===== config.mk =====
export PLATFORM = sky130hd
export DESIGN_NAME = icache_fill_ctrl
export DESIGN_NICKNAME = d
export VERILOG_FILES = /design/src/rtl/icache_fill_ctrl.sv
export SDC_FILE = /design/constraint.sdc
export NUM_CORES = 1
export LEC_CHECK = 0
export CAP_MARGIN = 20
export CORE_MARGIN = 8
export CORE_UTILIZATION = 40
export CTS_CLUSTER_SIZE = 20
export DETAILED_ROUTE_END_ITERATION = 10
export HOLD_SLACK_MARGIN = 0.1
export PLACE_DENSITY_LB_ADDON = 0.1
export SYNTH_ARGS = -nofsm -noshare
export SYNTH_HDL_FRONTEND = slang
export SYNTH_SLANG_ARGS = --single-unit

===== constraint.sdc =====
create_clock -name clock -period 6.7 [get_ports clock]
set_clock_uncertainty 0.05 [all_clocks]
set_input_delay 1.005 -clock clock [delete_from_list [all_inputs] [get_ports clock]]
set_output_delay 1.005 -clock clock [all_outputs]
set_load 0.02 [all_outputs]

===== src/rtl/icache_fill_ctrl.sv =====
// Direct-mapped instruction cache with a single-outstanding-line refill sequencer.
// Optional ICACHE_FLUSH_EN adds a Flush input that invalidates every line.
`timescale 1ns/1ps

module icache_fill_ctrl #(
    parameter int dataW = 32,
    parameter int LINES = 8,
    parameter int WORDS = 4
) (
    input  logic             clock,
    input  logic             reset,
    input  logic [dataW-1:0] ProgAddr,
    output logic [dataW-1:0] Instruction,
    output logic             InsCacheStall,
    output logic             MemReq,
    output logic [dataW-1:0] MemAddr,
    input  logic             MemAck,
    input  logic [dataW-1:0] MemData
`ifdef ICACHE_FLUSH_EN
    ,
    input  logic             Flush
`endif
);

    localparam int OFFW = $clog2(WORDS);
    localparam int IDXW = $clog2(LINES);
    localparam int LSB  = OFFW + 2;
    localparam int TAGW = dataW - IDXW - LSB;
    localparam logic [OFFW-1:0] BEAT_LAST = OFFW'(WORDS - 1);

    typedef enum logic {
        IDLE,
        FILL
    } state_t;

    state_t stateReg, stateNext;

    logic [OFFW-1:0]  offBits;
    logic [IDXW-1:0]  idxBits;
    logic [TAGW-1:0]  tagBits;
    logic [1:0]       unusedAddrBits;

    logic [dataW-1:0] dataMem [LINES][WORDS];
    logic [TAGW-1:0]  tagMem  [LINES];
    logic [LINES-1:0] validReg;

    logic [IDXW-1:0]  idxReg;
    logic [TAGW-1:0]  tagReg;
    logic [OFFW-1:0]  beatReg;

    logic hit;
    logic startFill;
    logic beatWrite;
    logic lastBeat;
    logic flushReq;
    logic flushBlock;

    assign offBits        = ProgAddr[LSB-1:2];
    assign idxBits        = ProgAddr[LSB +: IDXW];
    assign tagBits        = ProgAddr[dataW-1 -: TAGW];
    assign unusedAddrBits = ProgAddr[1:0];

    assign hit           = validReg[idxBits] && (tagMem[idxBits] == tagBits);
    assign Instruction   = dataMem[idxBits][offBits];
    assign InsCacheStall = (stateReg != IDLE) || !hit;
    assign MemReq        = (stateReg == FILL);
    // {tag, idx, beat, 00} is exactly line base + 4*beat
    assign MemAddr       = (stateReg == FILL) ? {tagReg, idxReg, beatReg, 2'b00} : '0;

`ifdef ICACHE_FLUSH_EN
    logic flushSeenReg;
    assign flushReq   = Flush;
    assign flushBlock = flushSeenReg || Flush;
`else
    assign flushReq   = 1'b0;
    assign flushBlock = 1'b0;
`endif

    always_comb begin
        stateNext = stateReg;
        startFill = 1'b0;
        beatWrite = 1'b0;
        lastBeat  = 1'b0;
        case (stateReg)
            IDLE: begin
                // a simultaneous flush takes priority; the fill starts a cycle later
                if (!flushReq && !hit) begin
                    startFill = 1'b1;
                    stateNext = FILL;
                end
            end
            FILL: begin
                if (MemAck) begin
                    beatWrite = 1'b1;
                    if (beatReg == BEAT_LAST) begin
                        lastBeat  = 1'b1;
                        stateNext = IDLE;
                    end
                end
            end
            default: stateNext = IDLE;
        endcase
    end

    always_ff @(posedge clock or negedge reset) begin
        if (!reset) begin
            stateReg <= IDLE;
            beatReg  <= '0;
            validReg <= '0;
`ifdef ICACHE_FLUSH_EN
            flushSeenReg <= 1'b0;
`endif
        end else begin
            stateReg <= stateNext;
            if (startFill) begin
                beatReg           <= '0;
                validReg[idxBits] <= 1'b0;
            end else if (beatWrite) begin
                beatReg <= beatReg + 1'b1;
            end
            if (lastBeat && !flushBlock) begin
                validReg[idxReg] <= 1'b1;
            end
`ifdef ICACHE_FLUSH_EN
            if (Flush) begin
                validReg <= '0;
            end
            // remembers a flush seen mid-fill so the final beat stays invalid
            flushSeenReg <= (stateReg == FILL) && !lastBeat && (flushSeenReg || Flush);
`endif
        end
    end

    // storage arrays are deliberately not reset; validReg guards them
    always_ff @(posedge clock) begin
        if (startFill) begin
            idxReg <= idxBits;
            tagReg <= tagBits;
        end
        if (beatWrite) begin
            dataMem[idxReg][beatReg] <= MemData;
        end
        if (lastBeat) begin
            tagMem[idxReg] <= tagReg;
        end
    end

endmodule


Word-level counts from Yosys, hierarchy flattened

Memory sizes are Yosys's and may differ from the RTL's.
Index checks and enable logic that the tools add are counted.

Add/sub/neg operators: 1
Magnitude comparators: 7
Eq/ne operators: 2
Multiplexer cells: 30
Bitwise logic cells: 6
Reductions and logical operators: 7

Operators by type and width:

| cell                                                                   | count |
|---|---|
| 128-bit 2-to-1 mux                                                     | 1 |
| 32-bit 2-to-1 mux                                                      | 4 |
| 32-bit binary-select mux with 2-bit select                             | 1 |
| 32-bit demux with 2-bit select                                         | 1 |
| 25-bit equality test                                                   | 1 |
| 8-bit 2-to-1 mux                                                       | 2 |
| 1-bit 2-to-1 mux                                                       | 15 |
| 8-bit bitwise AND                                                      | 1 |
| 3-bit by 4-bit < comparator with 1-bit output (second input constant)  | 2 |
| 8-bit NOT                                                              | 1 |
| 8-bit bitwise OR                                                       | 1 |
| 1-bit demux with 3-bit select                                          | 2 |
| 3-bit by 1-bit >= comparator with 1-bit output (second input constant) | 2 |
| 3-bit >= comparator (second input constant)                            | 2 |
| 2-bit NOT with 3-bit output                                            | 2 |
| 1-bit logical AND                                                      | 4 |
| 2-bit 2-to-1 mux                                                       | 2 |
| 1-bit binary-select mux with 3-bit select                              | 1 |
| 3-bit by 1-bit < comparator with 1-bit output (second input constant)  | 1 |
| 2-bit by 1-bit adder with 2-bit output (second input constant)         | 1 |
| 2-bit equality test (second input constant)                            | 1 |
| 1-bit case mux with 2 select lines                                     | 1 |
| 2-bit nonzero test                                                     | 1 |
| 1-bit zero test                                                        | 1 |
| other kinds (2)                                                        | 2 |

Register bits: 39
RAM bits: 1224
Input bits: 67
Output and inout bits: 66
Word-level logic and storage cells: 60
Memories: 2

Memories:

| memory  | depth | bits a word | rd ports | clocked after memory_dff | wr ports | line | text |
|---|---|---|---|---|---|---|---|
| dataMem | 8     | 128         | 1        | 0                        | 1        | 43   | `logic [dataW-1:0] dataMem [LINES][WORDS];` |
| tagMem  | 8     | 25          | 1        | 0                        | 1        | 44   | `logic [TAGW-1:0] tagMem [LINES];` |

Longest topological paths before layout

Depth in word-level cells: 9
Mapped depth: 13
Gate-level depth less buffers: 7

Least setup slack after synthesis

Ideal clock, no wire load.

Kind: input to output
Start: in ProgAddr[4]
End: out Instruction[25]
Data arrival time: 3.908 ns
Data required time: 5.645 ns
Slack: 1.737 ns
Cell stages on the path: 10
Buffers on the path: 8
Cell sequence: buf_4 > buf_2 > buf_2 > buf_2 > buf_2 > buf_2 > buf_1 > clkbuf_1 > a221oi_1 > o41ai_1

Longest elaborated chain between the ends: 4

Ends and longest elaborated chain:

| what                                                 | line | text |
|---|---|---|
| start: declaration                                   | 12   | `input logic [dataW-1:0] ProgAddr,` |
| memory read 8 x 128 bit                              | --   |  |
| 32-bit binary-select mux with 2-bit select           | 64   | `assign Instruction = dataMem[idxBits][offBits];` |
| 32-bit 2-to-1 mux (implied by the code) (2 in a row) | 64   |  |
| end: declaration                                     | 13   | `output logic [dataW-1:0] Instruction,` |

Every way passes these cells. The select of a mux whose other input is x is not followed.

Final worst setup path

Start: in ProgAddr[4]
End: out Instruction[2]

The elaborated chain is that of the path after synthesis.

==> flow_summary_export.csv <==
group,metric,value,unit
detailed_routing,wl_per_cell,32.0,um
detailed_routing,drt_wl_total,152,mm
power,total_power,18100,uW
clock_network,cts_tree,"yes",
grt,met2_usage,36.7,%
clock_network,cts_setup_buffers,0,
floorplanning,die_h,364,um
synth,synth_area_per_cell,17.4,um2
cells_and_area,layout_commonest_cell,"edfxtp_1",
clock_network,clk_path_buf_depth,3,
floorplanning,num_rows,128,
grt,grt.busiest_layer,"met2",
synth,synth_area_leaders,"edfxtp_1, mux2i_1, mux4_2",
detailed_routing,drt_iter0_markers,2735,
synth,synth_cell_types,67,
cells_and_area,register_area,37900,um2
sta,drv_slew,0,
detailed_routing,drt-pass1-iter-count,5,
sta,min_period,5.34,ns
floorplanning,start_util,40.1,%
sta,finalSetupViolCount,0,
placed_design,place_congestion,0.779,
clock_network,htreeDepth,4,
grt,grtUsageMet1,31.0,%
floorplanning,io-pin-count,133,
synth,synth-main-ff-cell,"edfxtp_1",
cells_and_area,final_cell_mix,"edfxtp_1, mux2i_1, a22oi_1",
placed_design,port_buffers,128,
run,max_cap_violations,0,
cells_and_area,multi_input_comb_area,10300,um2
floorplanning,die_x,364,um
status,outcome,"finished clean",
grt,grt_max_degree,74,
detailed_routing,ant_nets,0,
setup_path,cp_max_fo,59,
sta,holdWs,0.493,ns
synth,syn_area,48600,um2
synth,synth_edf_count,1252,
grt,grt_pass1_wl,211,mm
grt,gr-total-overflow,0,
detailed_routing,num_vias,27670,
detailed_routing,drc,0,
power,vdd_drop_max,0.000247,V
synth,yosys_register_bits,1263,
clock_network,clock_latency,0.74,ns
grt,antenna_found_initial,6,
clock_network,cts.clk_slew.worst_paths,0.06,ns
cells_and_area,area_delta_synth_final,18.0,%
synth,async_reset_ff_share,0.871,%
cells_and_area,utilization,47.3,%
synth,yosysSeqAreaShare,78.0,%
setup_path,critPathArrivalTime,4.29,ns
placed_design,hpwlAfterDp,82.8,mm
setup_path,endpoint_kind,"output pin",
clock_network,cts_made_buffers,137,
clock_network,cts_resized,0,
hold_path,hold_class,"reg -> reg",
cells_and_area,fill_cells,10331,
synth,yosys_warnings,0,
setup_path,worst_ep_required_time,5.64,ns
setup_path,startpoint_type,"input port",
synth,synthCells,2798,
grt,grt_use_total,22.4,%
sta,fmax,187,MHz
clock_network,cts.sinks,1263,
synth,synth_top_area_share,77.4,%
clock_network,holdBufCountCts,0,
sta,final-hold-violation-count,0,
cells_and_area,layout.nets,3082,
grt,grt_pass1_vias,27126,
sta,slew_headroom,20.7,%
power,leakage,0.0183,uW
grt,grtUsageMet3,3.93,%
clock_network,cts_root_buffer,"clkbuf_16",
setup_path,critical_path_class,"in -> out",
cells_and_area,drive_above_1_share,16.7,%
detailed_routing,viasPerCell,5.83,
sta,fin_crit_sh,79.7,%
sta,fin_setup_tns,0,ns
sta,tightest_slew,1.19,ns
floorplanning,core_region_area,121000,um2
sta,rsz0062_at_grt,"no",
floorplanning,die_area,133000,um2
synth,synth.largest_area_cell,"edfxtp_1",
power,p_per_area,317,nW/um2
[per-stage QoR]
step / instance area [um2] / instances / setup WS (ns)
floorplan: 48600 / 2799 / 1.74
global placement: 52500 / 4478 / 1.32
finish: 57300 / 4746 / 1.36
detailed placement: 52600 / 4485 / 1.35
global route: 57300 / 4746 / 1.18
CTS: 57000 / 4733 / 1.35
[registers in the layout, summed over array words and instances, names as in the netlist]
register	count
dataMem	1024
beatReg	2
tagMem	200
MemReq	1
validReg	8
idxReg	3
tagReg	25
[worst max-delay path, cell delays in order]
cell and delay (ns):
buf_8 0.43, nand2_1 0.43, nor2_4 0.38, buf_12 0.42, a22oi_1 0.17, nand3_1 0.13, a221oi_1 0.05, o21ai_0 0.24
a31o_2 0.28, clkdlybuf4s50_1 0.62
[power by group]
group	switching, uW	internal, uW
registers	115	9030
clock network	3120	4250
logic	1100	520
[synth_stat cells, types with 5 or more instances]
master,count
nand3b_1,6
xnor2_1,12
mux4_2,58
and2_1,31
o211ai_1,24
clkbuf_1,108
a21oi_1,123
nor3_1,12
o21bai_1,5
a221o_1,16
o22ai_1,16
o21ai_0,107
buf_2,37
edfxtp_1,1252
nand4_1,34
a22oi_1,151
a311oi_1,5
a211oi_1,11
buf_1,24
dfrtp_1,11
nor2b_1,8
nand2_1,122
a31o_2,8
mux2i_1,160
mux2_2,68
nand3_1,45
a22o_1,15
a31oi_1,10
inv_1,7
nor2_1,175
o31ai_1,7
o221ai_1,8
a221oi_1,50
[kinds of logic after synthesis]
| logic type | synth area share [%] |
|---|---|
| flops | 78.0 |
| buf+inv | 1.56 |
| compound gates | 8.14 |
| fa+ha+maj | 0.103 |
| xor+xnor | 0.216 |
| mux | 7.56 |
| simple gates | 4.42 |
| other cells | 0.00772 |
[cell type report]
cell class | instances | share of cell area [%]
Timing Repair Buffer | 247 | 4.64
Antenna cell | 1 | 0.00437
Sequential cell | 1263 | 66.1
Inverter | 9 | 0.0633
Clock inverter | 71 | 1.26
Tap cell | 1625 | 3.55
Multi-Input combinational cell | 1353 | 18.0
Clock buffer | 177 | 6.35
[final timing paths]
| kind | startpoint | slack (ns) | endpoint | depth (start not counted) |
|---|---|---|---|---|
| min in group asynchronous | reset | 0.57 | validReg[3] | 1 |
| max | ProgAddr[4] | 1.36 | Instruction[2] | 10 |
| max reg2reg | tagMem[6][20] | 2.99 | tagReg[3] | 7 |
| min reg2reg | beatReg[0] | 0.49 | beatReg[0] | 1 |
| max in group asynchronous | reset | 5.67 | validReg[5] | 1 |
| min | beatReg[0] | 0.49 | beatReg[0] | 1 |
[metal layers]
metal	wire, um	vias to the layer above
li1	-	11707
met1	64200	14648
met4	3890	2
met5	13	-
met3	10600	220
met2	73300	1093
Note: power is estimated with default switching activity, not from simulation.
